==> config.mk <==
export PLATFORM = sky130hd
export DESIGN_NAME = bmult_pipe
export DESIGN_NICKNAME = d
export VERILOG_FILES = /design/src/rtl/bmult_pipe.sv
export SDC_FILE = /design/constraint.sdc
export NUM_CORES = 1
export LEC_CHECK = 0
export ABC_AREA = 1
export CORE_MARGIN = 4
export CORE_UTILIZATION = 50
export DETAILED_ROUTE_END_ITERATION = 12
export HOLD_SLACK_MARGIN = 0.15
export PLACE_DENSITY_LB_ADDON = 0.05
export SYNTH_ARGS = -nofsm -noshare
export SYNTH_HDL_FRONTEND = slang
export SYNTH_SLANG_ARGS = --single-unit
==> constraint.sdc <==
create_clock -name clk -period 2.5 [get_ports clk]
set_input_delay 0.25 -clock clk [delete_from_list [all_inputs] [get_ports clk]]
set_output_delay 0.25 -clock clk [all_outputs]
set_load 0.01 [all_outputs]
==> src/rtl/bmult_pipe.sv <==
// ----------------------------------------------------------------------------
// bmult_pipe
//   Pipelined WA x WB multiplier with a per-transaction signed/unsigned mode and
//   a valid/ready handshake. The whole pipe advances together. A stall at the
//   output freezes every stage. Bubbles are carried through and never collapsed.
//
//   Parameters
//     WA, WB  : operand widths (>= 2)
//     STAGES  : register stages from input acceptance to P (1..4)
//
//   Ports
//     clk        in   clock, rising edge
//     rst        in   asynchronous active-high reset
//     in_valid   in   A/B/tc carry a transaction
//     in_ready   out  transaction accepted this cycle when in_valid is also 1
//     A          in   multiplicand, WA bits
//     B          in   multiplier, WB bits
//     tc         in   1 = both operands two's complement, 0 = both unsigned
//     out_valid  out  P/P_tc hold a result
//     out_ready  in   downstream takes P this cycle
//     P          out  full-width product, WA+WB bits
//     P_tc       out  tc the current P was computed with
// ----------------------------------------------------------------------------
module bmult_pipe #(
    parameter int WA     = 12,
    parameter int WB     = 12,
    parameter int STAGES = 2
) (
    input  logic                 clk,
    input  logic                 rst,
    input  logic                 in_valid,
    output logic                 in_ready,
    input  logic [WA-1:0]        A,
    input  logic [WB-1:0]        B,
    input  logic                 tc,
    output logic                 out_valid,
    input  logic                 out_ready,
    output logic [WA+WB-1:0]     P,
    output logic                 P_tc
);
    localparam int W = WA + WB;
    localparam int H = W / 2;

    logic         adv;
    logic [W-1:0] ext_a;
    logic [W-1:0] ext_b;
    logic [W-1:0] pp_lo;
    logic [W-1:0] pp_hi;

    // Per-stage state, index 0 is the first register after the input.
    logic         vld_q  [STAGES];
    logic         vld_d  [STAGES];
    logic         tc_q   [STAGES];
    logic         tc_d   [STAGES];
    logic [W-1:0] prod_q [STAGES];
    logic [W-1:0] prod_d [STAGES];

    // The only thing that can stop the pipe is a result nobody is taking.
    assign adv      = out_ready || !out_valid;
    assign in_ready = adv;

    // Extending both operands to the full product width makes the product
    // modulo 2^W correct for either mode, so one unsigned array serves both.
    assign ext_a = tc ? {{WB{A[WA-1]}}, A} : {{WB{1'b0}}, A};
    assign ext_b = tc ? {{WA{B[WB-1]}}, B} : {{WA{1'b0}}, B};

    // Two partial products from the low and high halves of ext_b. Their sum
    // modulo 2^W is the product; the addition is the reduction step.
    assign pp_lo = ext_a * {{(W-H){1'b0}}, ext_b[H-1:0]};
    assign pp_hi = ext_a * {ext_b[W-1:H], {H{1'b0}}};

    assign vld_d[0] = in_valid;
    assign tc_d[0]  = tc;

    genvar gi;
    generate
        if (STAGES == 1) begin : g_single
            // Legacy timing: whole product registered once.
            assign prod_d[0] = pp_lo + pp_hi;
        end else begin : g_split
            // Stage 0 holds the low partial product in prod_q[0] and the high
            // one in hi_q; stage 1 adds them.
            logic [W-1:0] hi_q;

            always_ff @(posedge clk or posedge rst) begin
                if (rst) begin
                    hi_q <= '0;
                end else if (adv) begin
                    hi_q <= pp_hi;
                end
            end

            assign prod_d[0] = pp_lo;
            assign prod_d[1] = prod_q[0] + hi_q;
            assign vld_d[1]  = vld_q[0];
            assign tc_d[1]   = tc_q[0];
        end

        // Remaining stages only delay the finished product.
        for (gi = 2; gi < STAGES; gi++) begin : g_delay
            assign prod_d[gi] = prod_q[gi-1];
            assign vld_d[gi]  = vld_q[gi-1];
            assign tc_d[gi]   = tc_q[gi-1];
        end
    endgenerate

    always_ff @(posedge clk or posedge rst) begin
        if (rst) begin
            for (int i = 0; i < STAGES; i++) begin
                vld_q[i]  <= 1'b0;
                tc_q[i]   <= 1'b0;
                prod_q[i] <= '0;
            end
        end else if (adv) begin
            for (int i = 0; i < STAGES; i++) begin
                vld_q[i]  <= vld_d[i];
                tc_q[i]   <= tc_d[i];
                prod_q[i] <= prod_d[i];
            end
        end
    end

    assign out_valid = vld_q[STAGES-1];
    assign P         = prod_q[STAGES-1];
    assign P_tc      = tc_q[STAGES-1];

endmodule

==> metrics.md, run 1 <==
| Metric | Value |
|---|---|
| Hold Buf Count CTS | `0` |
| Layout cell share with drive strength beyond 1 | `35.45%` |
| Die height | `152.1 um` |
| Mapped Cells | `1344` |
| Max-slew violation count | `0` |
| Inst Count DP | `1779` |
| Violated checks | `setup timing` |
| Hpwl dp | `21450 um` |
| Mapped Nets | `1620` |
| First-pass DRT Iterations | `5` |
| Worst slew pin tran | `0.3409 ns` |
| Beginning of the worst register-to-register path | `g_split.hi_q[14]$_DFFE_PP0P_` |
| Yosys top cell by area | `fa_1` |
| Total routing usage reported by global routing | `24.70%` |
| Setup TNS | `-36.92 ns` |
| Hold Path Class | `in -> async` |
| Peak VDD IR | `1.353 mV` |
| Number of global-route vias before repair | `9784` |
| Cell area after layout | `0.01504 sq mm` |
| Inserted Clock Buffers | `9` |
| CTS tree | `yes` |
| Finished Layout Cells | `1858` |
| Final core utilization | `74.09%` |
| Rows | `52` |
| Post-route worst setup slack | `-1.776 ns` |
| Reg2Reg Setup Slack | `0.57 ns` |
| Fmax | `233.9 MHz` |
| Final Cycle Share | `171.0%` |
| Crit path cell chain | `buf_6 > buf_6 > buf_6 > nand2_2 > inv_2 > fa_1 > inv_2 > fa_1 > fa_1 > fa_1 > fa_1 > inv_2 > ha_4 > nand4_1 > nor3_4 > nand4_1 > nand3_1 > nand2_1 > nand3_1 > nand2_1` |
| Largest net degree at the start of global routing | `74` |
| Reg-to-Reg End | `P[23]$_DFFE_PP0P_` |
| Routed WL per cell | `15.29 um` |
| Final setup vio count | `28` |
| Synth top area cells | `fa_1 34%, dfrtp_1 15%, nand2_1 14%` |
| WL final | `28420 um` |
| Core Area | `0.02030 sq mm` |
| PortBufs | `55` |
| RSZ-0062 raised after global routing | `true` |
| Total number of vias | `9250` |
| Number of flops mapped to enable cells by yosys | `0` |
| PD cells | `1475 mW/mm^2` |
| Die W | `152.1 um` |
| Via/cell ratio | `4.978` |
| Antenna fix cells | `0` |
| Initial core utilization | `51.12%` |
| FF+latch count, synth | `64` |
| Max-Cap Viols | `0` |
| Ports | `56` |
| Antenna-violating nets left | `0` |
| Drt drc | `0` |
| Dominant synthesized flop cell | `dfrtp_1` |
| Most common cell type on the critical path | `fa_1` |
| Worst-case headroom to the max-slew limit | `77.27%` |
| Netlist cell types | `34` |
| Worst Path Max Fanout | `6` |
| Synth cell count leaders | `396 x nand2_1, 320 x inv_1, 174 x fa_1, 73 x ha_1, 64 x dfrtp_1` |
| Grt total ovfl | `0` |
| Outcome | `finished with violations` |
| Worst Skew | `0.006143 ns` |
| Clock sinks | `64` |
| CP peak stage delay | `0.58 ns` |
| DRT iter0 DRCs | `422` |
| Fin. Hold Viols | `0` |
| Final #Nets | `1860` |
| Mean Syn Cell Area | `7.721 sq um` |
| Min Tclk post-route | `4.276 ns` |
| R2R depth | `8` |
| Initial antenna violation count | `0` |
| Syn Std Cell Area | `0.01038 sq mm` |
| Clk Latency, worst-skew pair | `0.33 ns` |
| Placed inst area | `0.01289 sq mm` |
| Top cell type's share of synthesized area | `33.57%` |
| Critical path arrival | `4.49 ns` |
| Crit path kind | `in -> reg` |
| Worst setup EP type | `flip-flop` |
| Sequential share of the synthesized area | `15.43%` |
| Asr flop ratio synth | `100.0%` |
| First-pass GRT wire length | `47330 um` |
| Most frequent cell after synthesis | `nand2_1` |
| CP max-delay cell | `fa_1` |
| Die area | `0.02312 sq mm` |
| Worst EP required | `2.72 ns` |
| Worst-path clk slew | `0.05 ns` |
| Yosys warns | `0` |
| Htree depth | `3` |
| GPL Wtd Cong | `0.9420` |
| Root Driver | `clkbuf_16` |
| Area Overhead vs Synth | `44.92%` |
| Leak | `7.903 nW` |
| CTS Buffer Depth | `2` |
| CP Launch Type | `input pin` |
## stage by stage
| stage | worst slack (ns) | hold WS (ns) | power [mW] |
|---|---|---|---|
| floorplan | -1.761 | 0.3710 | 11.83 |
| global placement | -2.543 | 0.4508 | 16.05 |
| detailed placement | -2.606 | 0.4498 | 16.20 |
| CTS | -1.750 | 0.3269 | 20.13 |
| global route | -1.928 | 0.3476 | 24.12 |
| finish | -1.776 | 0.3121 | 22.18 |
## where the power goes
group	internal [mW]	switching (mW)
registers	1.54	0.269
logic	9.22	9.84
clock network	0.864	0.449
total	11.6	10.6
## cells in the final DEF, fill, tap and decap left out, types with 35 or more instances in the layout
| cell | Yosys | layout |
|---|---|---|
| nand2_1 | 396 | 325 |
| inv_1 | 320 | 255 |
| buf_4 | 26 | 157 |
| fa_1 | 174 | 148 |
| buf_6 | 0 | 70 |
| dfrtp_1 | 64 | 64 |
| inv_2 | 1 | 56 |
| nand3_1 | 54 | 41 |
| nand2_2 | 2 | 40 |
| ha_4 | 0 | 36 |
| ha_1 | 73 | 35 |
## final cells by class
cell class / count / area (sq um)
Multi-Input combinational cell: 895 / 8638
Sequential cell: 64 / 1602
Clock inverter: 6 / 83.83
Timing Repair Buffer: 292 / 2894
Fill cell: 1537 / 5260
Tap cell: 270 / 337.8
Inverter: 322 / 1259
Clock buffer: 9 / 225.2
## metal layers
metal | vias to the layer above | share of wire, % | GRT usage, %
li1 | 4439 | - | -
met1 | 4529 | 43 | 33.36
met2 | 234 | 50 | 42.61
met3 | 48 | 4.2 | 2.474
met4 | 0 | 2.6 | 7.106
met5 | - | 0 | 0
## repair_timing
item / in CTS / in global routing
endpoints found under the setup margin: 30 / 28
resized for setup: 325 / 183
pin swaps: 173 / 124
gates cloned: 5 / 0
setup buffers: 53 / 19
## worst max path at each step
stage | startpoint | to | depth (start not counted) | slack [ns]
after CTS | A[5] | prod_q[47]$_DFFE_PP0P_ | 23 | -1.75
after global placement | B[8] | prod_q[47]$_DFFE_PP0P_ | 22 | -2.54
after detailed placement | B[8] | prod_q[47]$_DFFE_PP0P_ | 22 | -2.61
after global routing | B[6] | prod_q[46]$_DFFE_PP0P_ | 20 | -1.93
after floorplan | tc | prod_q[47]$_DFFE_PP0P_ | 18 | -1.76
final | B[6] | prod_q[46]$_DFFE_PP0P_ | 20 | -1.78
## state kept, by name (all words and copies together) (netlist names)
signal        count
P                24
tc_d              1
P_tc              1
vld_d             1
out_valid         1
prod_q           24
g_split.hi_q     12
## cell families (layout without fill, tap and decap cells)
logic type	count (synthesis)	after routing	share of synthesized area, %
AOI/OAI and AO/OA	98	98	5.040
xor gates and xnor gates	19	19	1.604
adders and majority gates	247	247	42.37
buffers and inverters	385	629	14.91
DFF	64	64	15.43
and+or+nand+nor	531	531	20.64
## critical path: cells and delay by family
kind                       cells  cell delay (ns)
buffers and inverters          6             0.47
adders and majority gates      6             2.89
and+or+nand+nor                8             0.88
Note: power is estimated with default switching activity, not from simulation.
==> run 2: changes to the inputs <==
ABC_CLOCK_PERIOD_IN_PS = 2500   (was default)
==> results of run 2 <==
No change in the layout: final DEF, timing and power equal those of run 1.
==> run 3: changes to the inputs <==
MAX_ROUTING_LAYER = met4   (was default)
==> run 3 against run 2 <==
Effect of this change:
- the run still ends with setup timing left
- flip-flop and latch count stayed put
- maximum frequency is 2.0% lower
- global-route usage is 0.58 points higher
- first-iteration DRC count decreased by 1.9%
- power down 1.6%
- sequential share of layout area grew 0.16 points
- core utilization decreased by 1.1 points
- clock-buffer cell count up 1
- final area shrank 1.5%
- largest cell class unchanged
- highest routed layer unchanged
==> metrics.md, run 3 (synthesis results as in run 1) <==
| Metric | Value |
|---|---|
| Placed inst area | `0.01291 sq mm (+0.14%)` |
| Sw frac | `47.97% (+0.38 points)` |
| Internal power | `11.35 mW (-2.4%)` |
| Sequential share of power | `8.3% (about the same)` |
| Drt drc | `0 (unchanged)` |
| Grt total ovfl | `0 (unchanged)` |
| Final Cycle Share | `174.5% (+3.4 points)` |
| Hpwl dp | `21840 um (+1.8%)` |
| Reg2Reg Setup Slack | `0.58 ns (about the same)` |
| Cell area after layout | `0.01481 sq mm (-1.5%)` |
| Setup TNS | `-37.87 ns (-0.9493 ns)` |
| Ports | `56 (unchanged)` |
| Total number of vias | `9118 (-1.4%)` |
| Fmax | `229.3 MHz (-2.0%)` |
| Outcome | `finished with violations` |
| Core Area | `0.02030 sq mm (unchanged)` |
| Hold Path Class | `in -> async` |
| R2R depth | `8 (unchanged)` |
| Max-Cap Viols | `0 (unchanged)` |
| Via/cell ratio | `4.881 (-2.0%)` |
| PD cells | `1473 mW/mm^2 (-0.14%)` |
| CTS tree | `yes` |
| Gate power share | `86.0% (about the same)` |
| Initial antenna violation count | `0 (unchanged)` |
| Min Tclk post-route | `4.362 ns (+0.08573 ns)` |
| Number of global-route vias before repair | `9780 (-0.041%)` |
| Worst EP required | `2.72 ns (about the same)` |
| Sw power | `10.46 mW (-0.87%)` |
| Antenna-violating nets left | `0 (unchanged)` |
| Dpl ws | `-2.551 ns (+0.05457 ns)` |
| First-pass DRT Iterations | `5 (unchanged)` |
| Worst-path clk slew | `0.06 ns (about the same)` |
| CP Launch Type | `input pin` |
| PortBufs | `55 (unchanged)` |
| Worst setup EP type | `flip-flop` |
| Most common cell after layout, fill and taps aside | `nand2_1` |
| CTS Buffer Depth | `2 (unchanged)` |
| RSZ-0062 raised after global routing | `true` |
| Beginning of the worst register-to-register path | `prod_q[38]$_DFFE_PP0P_` |
| Critical path arrival | `4.58 ns (+0.09 ns)` |
| Most frequent cells in the layout | `342 x nand2_1, 263 x inv_1, 171 x buf_4` |
| Worst Path Max Fanout | `4 (-2)` |
| Clk Latency, worst-skew pair | `0.33 ns (about the same)` |
| Root Driver | `clkbuf_16` |
| Hold Buf Count CTS | `0 (unchanged)` |
| Layout cell share with drive strength beyond 1 | `34.04% (-1.4 points)` |
| Max-slew violation count | `0 (unchanged)` |
| Clock sinks | `64 (unchanged)` |
| First-pass GRT wire length | `47200 um (-0.29%)` |
| Part of the power in the clock network | `5.8% (about the same)` |
| Fin. Hold Viols | `0 (unchanged)` |
| Rows | `52 (unchanged)` |
| Crit path cell chain | `buf_8 > buf_6 > buf_6 > buf_4 > nand2_2 > inv_2 > fa_1 > fa_1 > fa_1 > fa_1 > inv_1 > fa_1 > inv_2 > ha_4 > nand4_1 > nor3_2 > nand4_1 > nand3_1 > nand2_1 > nand3_1 > nand2_1` |
| Final setup vio count | `28 (unchanged)` |
| Most common cell type on the critical path | `fa_1` |
| Worst-case headroom to the max-slew limit | `59.82% (-17 points)` |
| Worst slew pin tran | `0.6019 ns (+0.2610 ns)` |
| Worst Skew | `0.006694 ns (+0.0005505 ns)` |
| Peak VDD IR | `1.245 mV (-8.0%)` |
| DRT iter0 DRCs | `414 (-1.9%)` |
| CP max-delay cell | `fa_1` |
| Antenna fix cells | `0 (unchanged)` |
| Crit path kind | `in -> reg` |
| Area Overhead vs Synth | `42.73%` |
| Die height | `152.1 um (unchanged)` |
| WL final | `27420 um (-3.5%)` |
| Inserted Clock Buffers | `9 (unchanged)` |
| Violated checks | `setup timing` |
| Die W | `152.1 um (unchanged)` |
| Total routing usage reported by global routing | `25.28% (+0.58 points)` |
| Leak | `7.885 nW (-0.22%)` |
| Post-route worst setup slack | `-1.862 ns (-0.08573 ns)` |
| Htree depth | `3 (unchanged)` |
| Initial core utilization | `51.12% (unchanged)` |
| CP peak stage delay | `0.55 ns (-0.03 ns)` |
| Reg-to-Reg End | `P[23]$_DFFE_PP0P_` |
| Die area | `0.02312 sq mm (unchanged)` |
| Final #Nets | `1869 (+0.48%)` |
| Routed WL per cell | `14.68 um (-4.0%)` |
| Largest net degree at the start of global routing | `44 (-41%)` |
| GPL Wtd Cong | `0.9433 (+0.14%)` |
[run 3: repair_timing]
action / 4_1_cts / 5_1_grt
buffers inserted: 56 / 25
setup endpoints to repair: 30 / 28
pin swaps: 146 / 110
resized for setup: 320 / 97
gates cloned: 3 / 0
[run 3: layout make-up]
cell class,instances,area (sq um)
clock buffer,10,239.0
clock inverter,6,67.56
fill,1585,5488
inverter,322,1234
multi-input combinational,895,8493
sequential,64,1602
tap,270,337.8
timing repair buffer,301,2839
[run 3: power by group through the flow]
stage / clock (mW) / combinational (mW) / sequential (mW)
2_1_floorplan: 0 / 10.1 / 1.73
3_3_place_gp: 0 / 14.5 / 1.81
3_5_place_dp: 0 / 14.7 / 1.82
4_1_cts: 1.28 / 17.4 / 1.80
5_1_grt: 1.34 / 20.5 / 1.86
6_report: 1.26 / 18.8 / 1.80
[run 3: per-layer routing]
metal,up-vias,part of all wire (%),GRT usage (%)
met5,-,0,-
met4,0,2.0,5.394
met3,37,4.1,3.185
met2,221,49,41.77
met1,4399,45,33.87
li1,4461,-,-
[run 3: worst max path at each step]
stage,from,depth (start not counted),end
3_3_place_gp,A[11],19,prod_q[45]$_DFFE_PP0P_
5_1_grt,B[11],21,prod_q[46]$_DFFE_PP0P_
3_5_place_dp,B[8],17,prod_q[45]$_DFFE_PP0P_
2_1_floorplan,tc,18,prod_q[47]$_DFFE_PP0P_
6_report,B[11],21,prod_q[46]$_DFFE_PP0P_
4_1_cts,B[11],20,prod_q[41]$_DFFE_PP0P_
[run 3: critical path: cells and delay by family]
family	cells	cell delay (ns)
and+or+nand+nor	8	0.91
buffers and inverters	7	0.59
adders and majority gates	6	2.83
[run 3: stage by stage]
stage               utilization (%)  hold slack [ns]  instances  power [mW]
floorplan                         -           0.3710       1344       11.83
global placement              63.61           0.4495       1778       16.31
detailed placement            63.61           0.4550       1778       16.49
CTS                           70.88           0.3298       1851       20.48
global route                  72.97           0.3666       1868       23.73
finish                        72.97           0.3119       1868       21.81
